==> config.mk <==
export PLATFORM = sky130hd
export DESIGN_NAME = genome_core_sequencer
export DESIGN_NICKNAME = d
export VERILOG_FILES = /design/src/rtl/atomik_pkg.sv /design/src/rtl/genome_core_sequencer.sv
export SDC_FILE = /design/constraint.sdc
export NUM_CORES = 1
export LEC_CHECK = 0
export CAP_MARGIN = 20
export CORE_MARGIN = 2
export CORE_UTILIZATION = 35
export DETAILED_ROUTE_END_ITERATION = 10
export PLACE_DENSITY = 0.64
export SLEW_MARGIN = 20
export SYNTH_ARGS = -nofsm -noshare
export SYNTH_HDL_FRONTEND = slang
export SYNTH_SLANG_ARGS = --single-unit
==> constraint.sdc <==
create_clock -name clk -period 4.8 [get_ports clk]
set_input_delay 0.72 -clock clk [delete_from_list [all_inputs] [get_ports clk]]
set_output_delay 0.72 -clock clk [all_outputs]
set_load 0.02 [all_outputs]
==> src/rtl/atomik_pkg.sv <==
// Shared constants for the genome loader / ATOMiK core lifecycle.
package atomik_pkg;

  localparam int DNA_WORDS = 8;
  localparam int DNA_W     = 256;

  typedef enum logic [2:0] {
    S_EMPTY   = 3'd0,
    S_LOADING = 3'd1,
    S_ARMING  = 3'd2,
    S_PRIME   = 3'd3,
    S_RUN     = 3'd4,
    S_SPENT   = 3'd5
  } seq_state_t;

endpackage

==> src/rtl/genome_core_sequencer.sv <==
// Lifecycle controller: snapshots a loaded genome, sequences the core through
// reset/prime/run and serves word-wise DNA reads with optional burn-on-read.
module genome_core_sequencer
  import atomik_pkg::*;
#(
  parameter int ARM_CYCLES   = 4,
  parameter int LEASE_CYCLES = 0
) (
  input  logic             clk,
  input  logic             rst_n,
  input  logic             ld_busy,
  input  logic             ld_enable,
  input  logic             ld_otp,
  input  logic [31:0]      ld_freq,
  input  logic [DNA_W-1:0] ld_dna,
  input  logic             rd_req,
  input  logic [2:0]       rd_addr,
  output logic             rd_valid,
  output logic [31:0]      rd_data,
  output logic             rd_err,
  output logic             core_rst_n,
  output logic             core_run,
  output logic [31:0]      freq_out,
  output logic [7:0]       burn_mask,
  output logic [2:0]       seq_state
);

  localparam int AW = (ARM_CYCLES   > 1) ? $clog2(ARM_CYCLES)   : 1;
  localparam int LW = (LEASE_CYCLES > 1) ? $clog2(LEASE_CYCLES) : 1;

  seq_state_t     state;
  logic           ld_enable_q;
  logic           ld_busy_q;
  logic [31:0]    freq_q;
  logic           otp_q;
  logic [31:0]    dna_q [DNA_WORDS];
  logic [AW-1:0]  arm_cnt;
  logic [LW-1:0]  lease_cnt;

  logic           load_done;
  logic           busy_rise;
  logic           rd_ok;
  logic [7:0]     burn_next;
  logic           otp_spent;
  logic           lease_spent;

  // Edge detects and read acceptance; a load starting this cycle refuses the read.
  always_comb begin
    load_done   = ld_enable & ~ld_enable_q;
    busy_rise   = ld_busy & ~ld_busy_q;
    rd_ok       = rd_req && (state == S_RUN) && !busy_rise && !burn_mask[rd_addr];
    burn_next   = burn_mask | (8'd1 << rd_addr);
    otp_spent   = rd_ok && otp_q && (burn_next == '1);
    lease_spent = (LEASE_CYCLES != 0) && (state == S_RUN) && (lease_cnt == '0);
  end

  // State machine, shadow genome, burn tracking and registered read response.
  always_ff @(posedge clk or negedge rst_n) begin
    if (!rst_n) begin
      state       <= S_EMPTY;
      ld_enable_q <= 1'b0;
      ld_busy_q   <= 1'b0;
      freq_q      <= '0;
      otp_q       <= 1'b0;
      for (int unsigned i = 0; i < DNA_WORDS; i++) dna_q[i] <= '0;
      arm_cnt     <= '0;
      lease_cnt   <= '0;
      burn_mask   <= '0;
      rd_valid    <= 1'b0;
      rd_data     <= '0;
      rd_err      <= 1'b0;
    end else begin
      ld_enable_q <= ld_enable;
      ld_busy_q   <= ld_busy;
      rd_valid    <= rd_req;
      rd_data     <= rd_ok ? dna_q[rd_addr] : '0;
      rd_err      <= rd_req && !rd_ok;
      if (rd_ok && otp_q) begin
        dna_q[rd_addr] <= '0;
        burn_mask      <= burn_next;
      end

      if (busy_rise) begin
        state     <= S_LOADING;
        burn_mask <= '0;
      end else begin
        case (state)
          S_LOADING: begin
            if (load_done) begin
              freq_q  <= ld_freq;
              otp_q   <= ld_otp;
              for (int unsigned i = 0; i < DNA_WORDS; i++) dna_q[i] <= ld_dna[32*i +: 32];
              arm_cnt <= AW'(ARM_CYCLES - 1);
              state   <= S_ARMING;
            end else if (!ld_busy) begin
              freq_q <= '0;
              otp_q  <= 1'b0;
              for (int unsigned i = 0; i < DNA_WORDS; i++) dna_q[i] <= '0;
              state  <= S_EMPTY;
            end
          end
          S_ARMING: begin
            if (arm_cnt == '0) state <= S_PRIME;
            else               arm_cnt <= arm_cnt - 1'b1;
          end
          S_PRIME: begin
            lease_cnt <= LW'(LEASE_CYCLES - 1);
            state     <= S_RUN;
          end
          S_RUN: begin
            // Lease expiry and last OTP burn may coincide; both retire once here.
            if (otp_spent || lease_spent) begin
              for (int unsigned i = 0; i < DNA_WORDS; i++) dna_q[i] <= '0;
              state <= S_SPENT;
            end else if (LEASE_CYCLES != 0) begin
              lease_cnt <= lease_cnt - 1'b1;
            end
          end
          default: ;
        endcase
      end
    end
  end

  // Core controls decoded from the registered state only.
  always_comb begin
    core_rst_n = (state == S_PRIME) || (state == S_RUN);
    core_run   = (state == S_RUN);
    freq_out   = core_rst_n ? freq_q : '0;
    seq_state  = state;
  end

endmodule

# Yosys cells after proc, flatten, opt, wreduce, memory -nomap -nowiden
# Index checks and enable logic that the tools add are counted.
dict set report totals {
  reg_bits 338
  inputBits 297
  out_inout_bits 79
}
dict set report op_classes {
  n_addsub 1
  n_lt_le_gt_ge 3
  n_eq_ne 11
  n_shift 1
  n_mux 30
  bitwise 9
  reduce_logical 18
}
# cell count
set ops {}
lappend ops {{2-to-1 mux 256 bit} 5}
lappend ops {{one-hot mux 256 bit (2 select lines)} 1}
lappend ops {{AND 256 bit} 1}
lappend ops {{inverter 256 bit} 1}
lappend ops {{2-to-1 mux 32 bit} 7}
lappend ops {{binary-select mux 32 bit (select 3 bit)} 1}
lappend ops {{demux 32 bit (select 3 bit)} 1}
lappend ops {{2-to-1 mux 8 bit} 2}
lappend ops {{2-to-1 mux 3 bit} 5}
lappend ops {{one-hot mux 3 bit (4 select lines)} 1}
lappend ops {{== test 8 bit (second input constant)} 1}
lappend ops {{bitwise OR 8 bit} 1}
lappend ops {{AND reduction 4 bit} 2}
lappend ops {{<< shifter 1 x 3 -> 8 bit (first input constant)} 1}
lappend ops {{logical AND 1 bit} 7}
lappend ops {{== test 3 x 2 -> 1 bit (second input constant)} 2}
lappend ops {{nonzero test 5 bit} 1}
lappend ops {{>= comparator 4 bit (second input constant)} 1}
lappend ops {{< comparator 3 x 4 -> 1 bit (second input constant)} 1}
lappend ops {{< comparator 4 x 1 -> 1 bit (second input constant)} 1}
lappend ops {{2-to-1 mux 2 bit} 2}
lappend ops {{inequality test 2 bit (second input constant)} 2}
lappend ops {{inequality test 4 bit (second input constant)} 1}
lappend ops {{inverter 3 -> 4 bit} 1}
lappend ops {{16 further kinds} 24}

# Longest topological paths before layout
# Gate-level depths: netlist (run 1).
dict set report depth {
  word_depth 12
  mapped_depth 11
  depth_no_buf 5
}

# Worst setup path after synthesis (run 1)
# OpenSTA, ideal clock, no wires.
dict set report synth_timing {
  path_type {register to output}
  from {reg state[1] (netlist: seq_state[1])}
  to {out freq_out[22]}
  arrival_ps 1985
  slack_ps 2095
  stages_incl_launch_ff 7
  path_buffers 2
  cell_sequence {dfrtp_1 clkbuf_1 nand2b_1 nor2_1 a21o_1 clkbuf_1 and2_1}
}
dict set report synth_between {
  elab_chain_len 3
}
# element line_no
set synth_rtl {}
lappend synth_rtl {{from (decl)} genome_core_sequencer.sv:31} ;# seq_state_t state;
lappend synth_rtl {{from (signal assigned)} genome_core_sequencer.sv:60} ;# state <= S_EMPTY;
lappend synth_rtl {{from (signal assigned)} genome_core_sequencer.sv:84} ;# state <= S_LOADING;
lappend synth_rtl {{from (signal assigned)} genome_core_sequencer.sv:94} ;# state <= S_ARMING;
lappend synth_rtl {{== test 3 bit} -}
lappend synth_rtl {{named net core_run} genome_core_sequencer.sv:22} ;# output logic core_run,
lappend synth_rtl {{logical OR 1 bit} genome_core_sequencer.sv:127} ;# core_rst_n = (state == S_PRIME) || (state == S_RUN);
lappend synth_rtl {{named net core_rst_n} genome_core_sequencer.sv:21} ;# output logic core_rst_n,
lappend synth_rtl {{2-to-1 mux 32 bit} genome_core_sequencer.sv:129} ;# freq_out = core_rst_n ? freq_q : '0;
lappend synth_rtl {{to (decl)} genome_core_sequencer.sv:23} ;# output logic [31:0] freq_out,
# The timed path passes the listed nets, and every way through them passes these cells.

# Worst setup path in the final report (run 1)
dict set report layout_timing {
  from {reg state[1] (netlist: seq_state[1])}
  to {out freq_out[1]}
}
dict set report layout_between {
  elab_chain_len 3
}
# element line_no
set layout_rtl {}
lappend layout_rtl {{== test 3 x 2 -> 1 bit / == test 3 bit (equally long branches)} genome_core_sequencer.sv:127}
lappend layout_rtl {{logical OR 1 bit *} genome_core_sequencer.sv:127}
lappend layout_rtl {{2-to-1 mux 32 bit *} genome_core_sequencer.sv:129}
# Every way passes the cells marked *; elsewhere a longest branch is shown, timed or not.

==> flow_summary.toml, run 1 <==
[outcome]
status = "complete, no violations"

[floorplan]
start_util_pct = 35.3
row_count = 81
ios = 376
core-area_mm2 = 0.0486
die_h_um = 225
die_x_um = 225
die_area_mm2 = 0.0508

[worst_setup_path]
critPathMaxFanout = 33
reg2reg_from = "seq_state[0]"
critPathBufInv = 1
end_kind = "output pin"
crit_chain = "nand2b_1 -> nor2_1 -> a21o_1 -> and2_1 -> clkdlybuf4s50_1"
critical-path-top-delay-family = "simple AND/OR/NAND/NOR gates"
crit_type = "flop to output pin"
cp-startpoint = "seq_state[1]"
slowest_delay_ps = 630
arrival_ps = 2940
slowest_stage = "a21o_1"
critPathLaunchType = "flop"
crit_required_ps = 4080

[yosys]
synthTopCellsByArea = "dfrtp_1 49%, a22oi_1 9.5%, mux4_2 8.4%"
ys_types = 43
seq_area_frac_synth_pct = 49.3
ys_seq_elements = 338
syn-instance-count = 1616
avgSynthCellArea_um2 = 10.6
yosys_warnings = 0
synth.top_cell.area_share_pct = 49.3
synth_area_leader_cell = "dfrtp_1"
syn-num-nets = 1914
synth_area_mm2 = 0.0172

[finish]
nets = 2177
final_common_cell = "clkdlybuf4s50_1"
synthToLayoutAreaGrowth_pct = 32.3
final_cell_mix = "371 x clkdlybuf4s50_1, 338 x dfrtp_1, 218 x a22oi_1"
layout-drive-gt1-share_pct = 9.38
instances_no_fill = 2537

[power_and_ir_drop]
p_leak_nw = 9.06
seqPwrFrac_pct = 40.0
peakVddDrop_mv = 0.339
power_frac_clock_pct = 28.5
power_switching_mw = 3.83
p_comb_share_pct = 31.5
p_per_area_mw_per_mm2 = 485
power.internal_mw = 7.19
switching_share_pct = 34.7

[clock_tree]
cts_root_buf = "clkbuf_16"
ctsHoldBuffers = 0
cts-buffers-inserted = 40
cts_setup_buffers = 0
cts.clk_slew.worst_paths_ps = 60
clock-sinks = 338
cts_max_level = 2
cts_max_path_buffers = 3
clk_latency_ps = 550
cts_tree = "built"
cts_resized = 0

[sta]
skew_ps = 15.4
fmax_mhz = 273
final-setup-viol-count = 0
rsz0062_at_grt = "false"
max_slew_margin_pct = 26.4
finalHoldViolations = 0
finalCritPeriodShare_pct = 76.3
worstMarginPinSlew_ps = 1100
slew_violations = 0
min_period_ps = 3660
fin_setup_tns_ps = 0

[detailed_routing]
vias_per_cell = 5.94
drt_iter0_drc = 1606
drt-total-wl_mm = 61.9
post-route-drc-count = 0
wl_per_cell_um = 24.4
antenna_left = 0
dr.pass1.iters = 6
vias = 15100

[global_routing]
grt_use_total_pct = 24.0
grt_overflow_total = 0
grt_pass1_vias = 14900
grt_max_degree = 142
grt_pass1_wl_mm = 93.8
antenna_found_initial = 11

[place]
dpl.hpwl_mm = 39.1
port-buffer-count = 375
placedCellCount = 2459
gp_congestion = 0.847

[flow_run]
drv_cap = 0

[worst_hold_path]
hold_path.class = "primary input to asynchronous set/reset pin"
==> metrics by stage <==
stage / util [%] / hold WS [ps] / total power, mW / instance area, um^2 / worst slack, ps
floorplan: - / 424 / 6.55 / 17200 / 2100
global placement: 43.9 / 456 / 7.76 / 21400 / 1080
detailed placement: 43.9 / 474 / 7.92 / 21400 / 973
CTS: 46.7 / 169 / 11.1 / 22700 / 1040
global route: 46.7 / 188 / 11.7 / 22700 / 842
finish: 46.7 / 150 / 11.0 / 22700 / 1140
==> metal layers <==
metal  track usage (%)  vias up  routed length [um]
met2              37.1      694               28800
met4              10.9       10                2600
met1              32.0     7509               25500
met5                 0        -                  63
li1                  -     6739                   -
met3              5.91      121                4980
==> logic make-up after synthesis <==
kind of cell	count (synthesis)	synth area share (%)
AO/OA/AOI/OAI	608	25.1
AND/OR/NAND/NOR	385	10.6
flip-flops	338	49.3
buffers and inverters	186	4.55
multiplexers	98	10.4
adder cells (fa/ha/maj)	1	0.0729
==> worst paths after layout <==
| check | endpoint | slack, ps | depth (start not counted) |
|---|---|---|---|
| worst min register to register | arm_cnt[0] | 480 | 1 |
| max in group asynchronous | dna_q[75] | 3520 | 2 |
| worst max register to register | dna_q[80] | 1300 | 7 |
| worst min-delay path | dna_q[216] | 150 | 1 |
| worst max-delay path | freq_out[1] | 1140 | 5 |
| min in group clk | arm_cnt[0] | 480 | 1 |
==> registers in the layout, summed over array words and instances, names as in the netlist, 2 cells and up <==
name / cells
dna_q: 256
freq_q: 32
rd_data: 32
burn_mask: 8
seq_state: 3
arm_cnt: 2
==> worst reg2reg max path, stage by stage, from the launching register on <==
cell and delay [ps]:
dfrtp_1 570, nor3b_2 230, buf_4 460, nand2b_2 160, nor2_4 850, buf_4 780
a22oi_1 230, o31ai_1 110
==> power by group through the flow <==
stage	Sequential [mW]	Clock, mW	Combinational [mW]
after detailed placement	4.43	0	3.49
after floorplan	4.22	0	2.33
after CTS	4.39	3.22	3.50
after global routing	4.52	3.35	3.81
final	4.40	3.15	3.47
after global placement	4.38	0	3.38
==> Yosys cell counts, drive strengths merged <==
cell       n
a2111oi    1
o32a       1
nand3b     1
buf       43
a221o      1
o311ai     2
nand2    138
mux2i     32
nor2      51
nor4b      1
a211oi     3
a22oi    218
nor2b      7
or2        2
nand3    128
nor4       5
o21ai    131
a21o      39
nand2b     6
mux4      64
a32o       1
a22o      33
nor4bb     2
ha         1
dfrtp    338
nor3       5
mux2       2
a32oi     38
a21oi     11
clkbuf   140
nor3b      3
inv        3
o31ai    128
and2      35
or4        1
o32ai      1
==> area by class of cell <==
type / instances / area [um^2]
Inverter: 3 / 11.3
Fill cell: 4477 / 25900
Multi-Input combinational cell: 1092 / 8030
Antenna cell: 6 / 15.0
Tap cell: 622 / 778
Timing Repair Buffer: 404 / 4080
Sequential cell: 338 / 8460
Clock buffer: 60 / 1180
Clock inverter: 12 / 169
Power figures use the tool's default switching activity.
==> run 2: changes to the inputs <==
--- a/config.mk
+++ b/config.mk
@@ -9,7 +9,7 @@
 export CORE_MARGIN = 2
 export CORE_UTILIZATION = 35
 export DETAILED_ROUTE_END_ITERATION = 10
-export PLACE_DENSITY = 0.64
+export PLACE_DENSITY = 0.66
 export SLEW_MARGIN = 20
 export SYNTH_ARGS = -nofsm -noshare
 export SYNTH_HDL_FRONTEND = slang
==> constraint.sdc (replaced) <==
create_clock -name clk -period 3.1 [get_ports clk]
set_input_delay 0.465 -clock clk [delete_from_list [all_inputs] [get_ports clk]]
set_output_delay 0.465 -clock clk [all_outputs]
set_load 0.02 [all_outputs]
==> run 2 against run 1 <==
- worst hold slack gained 280 ps
- wire length is 0.19% higher
- cell count up 0.63%
- clock skew up 4.9 ps
- design area is 0.91% higher
- combinational power is 59% higher
- power is 52% higher
- sequential power is 55% higher
- via count rose by 1.0%
- critical endpoint is now freq_out[16]
==> flow_summary.toml, run 2 (synthesized netlist as in run 1, its figures left out) <==
[outcome]
status = "complete, no violations"

[worst_setup_path]
crit_required_ps = 2630
slowest_delay_ps = 610
r2r_slack_ps = 440
crit_type = "flop to output pin"
worst_r2r_endpoint = "dna_q[41]"
critPathLaunchType = "flop"
end_kind = "output pin"
crit_chain = "nand2b_2 -> nor2_1 -> a21o_1 -> buf_6 -> and2_1 -> clkdlybuf4s50_1"
critPathBufInv = 2
slowest_stage = "clkdlybuf4s50_1"
arrival_ps = 2480
reg2reg_from = "burn_mask[0]"
rr_worst_depth = 6
critical-path-top-delay-family = "buffers and inverters"
critPathMaxFanout = 33

[flow_run]
drv_cap = 0

[sta]
finalCritPeriodShare_pct = 94.9
final-setup-viol-count = 0
fmax_mhz = 340
rsz0062_at_grt = "false"
fin_setup_tns_ps = 0
finalHoldViolations = 0
min_period_ps = 2940
slew_violations = 0
worstMarginPinSlew_ps = 881
max_slew_margin_pct = 41.1
skew_ps = 20.3

[power_and_ir_drop]
switching_share_pct = 35.0
seqPwrFrac_pct = 40.6
power_switching_mw = 5.87
p_leak_nw = 9.36
power.internal_mw = 10.9
p_per_area_mw_per_mm2 = 732
peakVddDrop_mv = 0.382
p_comb_share_pct = 32.8
power_frac_clock_pct = 26.5
totalPowerFinal_mw = 16.8

[finish]
nets = 2203
largest_reg_flops = 256
fill_cells = 4454
synthToLayoutAreaGrowth_pct = 33.5
final_common_cell = "clkdlybuf4s50_1"
layout-drive-gt1-share_pct = 10.1
multi_input_area_mm2 = 0.00803
seq_area_mm2 = 0.00846
final_cell_mix = "360 x clkdlybuf4s50_1, 337 x dfrtp_1, 218 x a22oi_1"
top_register = "dna_q"
reg.largest.list = "dna_q x256, freq_q x32, rd_data x32"

[worst_hold_path]
whs_path_depth = 1
hold_path.startpoint = "ld_enable"
whs_endpoint = "ld_enable_q"
hold_path.class = "primary input to flop"

[detailed_routing]
antenna_left = 0
drt-total-wl_mm = 62.0
vias = 15200
post-route-drc-count = 0
wl_per_cell_um = 24.3
vias_per_cell = 5.97
drt_iter0_drc = 1715
dr.pass1.iters = 6

[floorplan]
ios = 376
die_area_mm2 = 0.0508
start_util_pct = 35.3
core-area_mm2 = 0.0486
row_count = 81
die_h_um = 225
die_x_um = 225

[place]
dpl.hpwl_mm = 40.3
port-buffer-count = 375
gp_congestion = 0.875

[global_routing]
grt_max_degree = 125
grt_pass1_vias = 15000
grt_pass1_wl_mm = 94.0
antenna_found_initial = 9
grt_overflow_total = 0
grt_use_total_pct = 24.2

[clock_tree]
cts_tree = "built"
clock-sinks = 338
cts.clk_slew.worst_paths_ps = 60
cts_max_path_buffers = 3
cts_max_level = 2
cts-buffers-inserted = 40
cts_setup_buffers = 0
cts_root_buf = "clkbuf_16"
clk_latency_ps = 560
-- run 2: cell types whose count changed in the layout (fill, tap and decap cells not counted), sizes merged --
cell,change
buf,+25
bufinv,-3
clkbuf,-1
clkdlybuf4s50,-11
clkinv,-2
clkinvlp,-2
diode,-2
dlygate4sd3,+1
dlymetal6s2s,+11
-- run 2: cell type report --
cell class	instances	share of cell area, %
antenna	4	0.0437
sequential	338	36.9
clock inverter	5	0.218
clock buffer	59	4.99
inverter	3	0.0491
timing repair buffer	430	19.4
multi-input combinational	1092	35.0
tap	622	3.39
-- run 2: layer usage --
layer  vias up  GRT usage, %  share of wire, %  wire (um)
met3        93          5.54               7.8       4840
met5         -             0             0.090         56
met4         8          8.03               2.9       1780
met2       702          39.3                49      30200
met1      7648          32.0                40      25100
li1       6780             -                 -          -
-- run 2: repair_timing --
action                                  in CTS  in global routing
hold buffers                                 1                  0
endpoints found under the setup margin       4                 32
endpoints found under the hold margin       71                  0
gates resized for setup                      1                 13
-- run 2: worst max-delay path by stage --
stage,start,end,cells past startpoint
floorplan,seq_state[1],freq_out[22],6
global placement,ld_busy,dna_q[38],8
detailed placement,ld_busy,dna_q[35],8
CTS,seq_state[1],freq_out[30],6
global route,seq_state[1],freq_out[8],6
finish,seq_state[1],freq_out[16],6
-- run 2: through the flow --
stage,instances,setup WS [ps],cell area (um^2),util (%),hold slack [ps]
after floorplan,1616,650,17200,-,169
after global placement,2484,140,21700,44.6,460
after detailed placement,2484,24.3,21700,44.6,477
after CTS,2549,49.7,22900,47.0,395
after global routing,2552,0.0169,22900,47.1,407
final,2553,159,22900,47.1,431
-- run 2: power groups by stage --
stage | clock network (mW) | logic, mW | registers [mW]
after floorplan | 0 | 3.61 | 6.53
after detailed placement | 0 | 5.55 | 6.86
final | 4.45 | 5.51 | 6.82
after global placement | 0 | 5.39 | 6.78
after CTS | 4.55 | 5.57 | 6.80
after global routing | 4.72 | 6.07 | 7.00
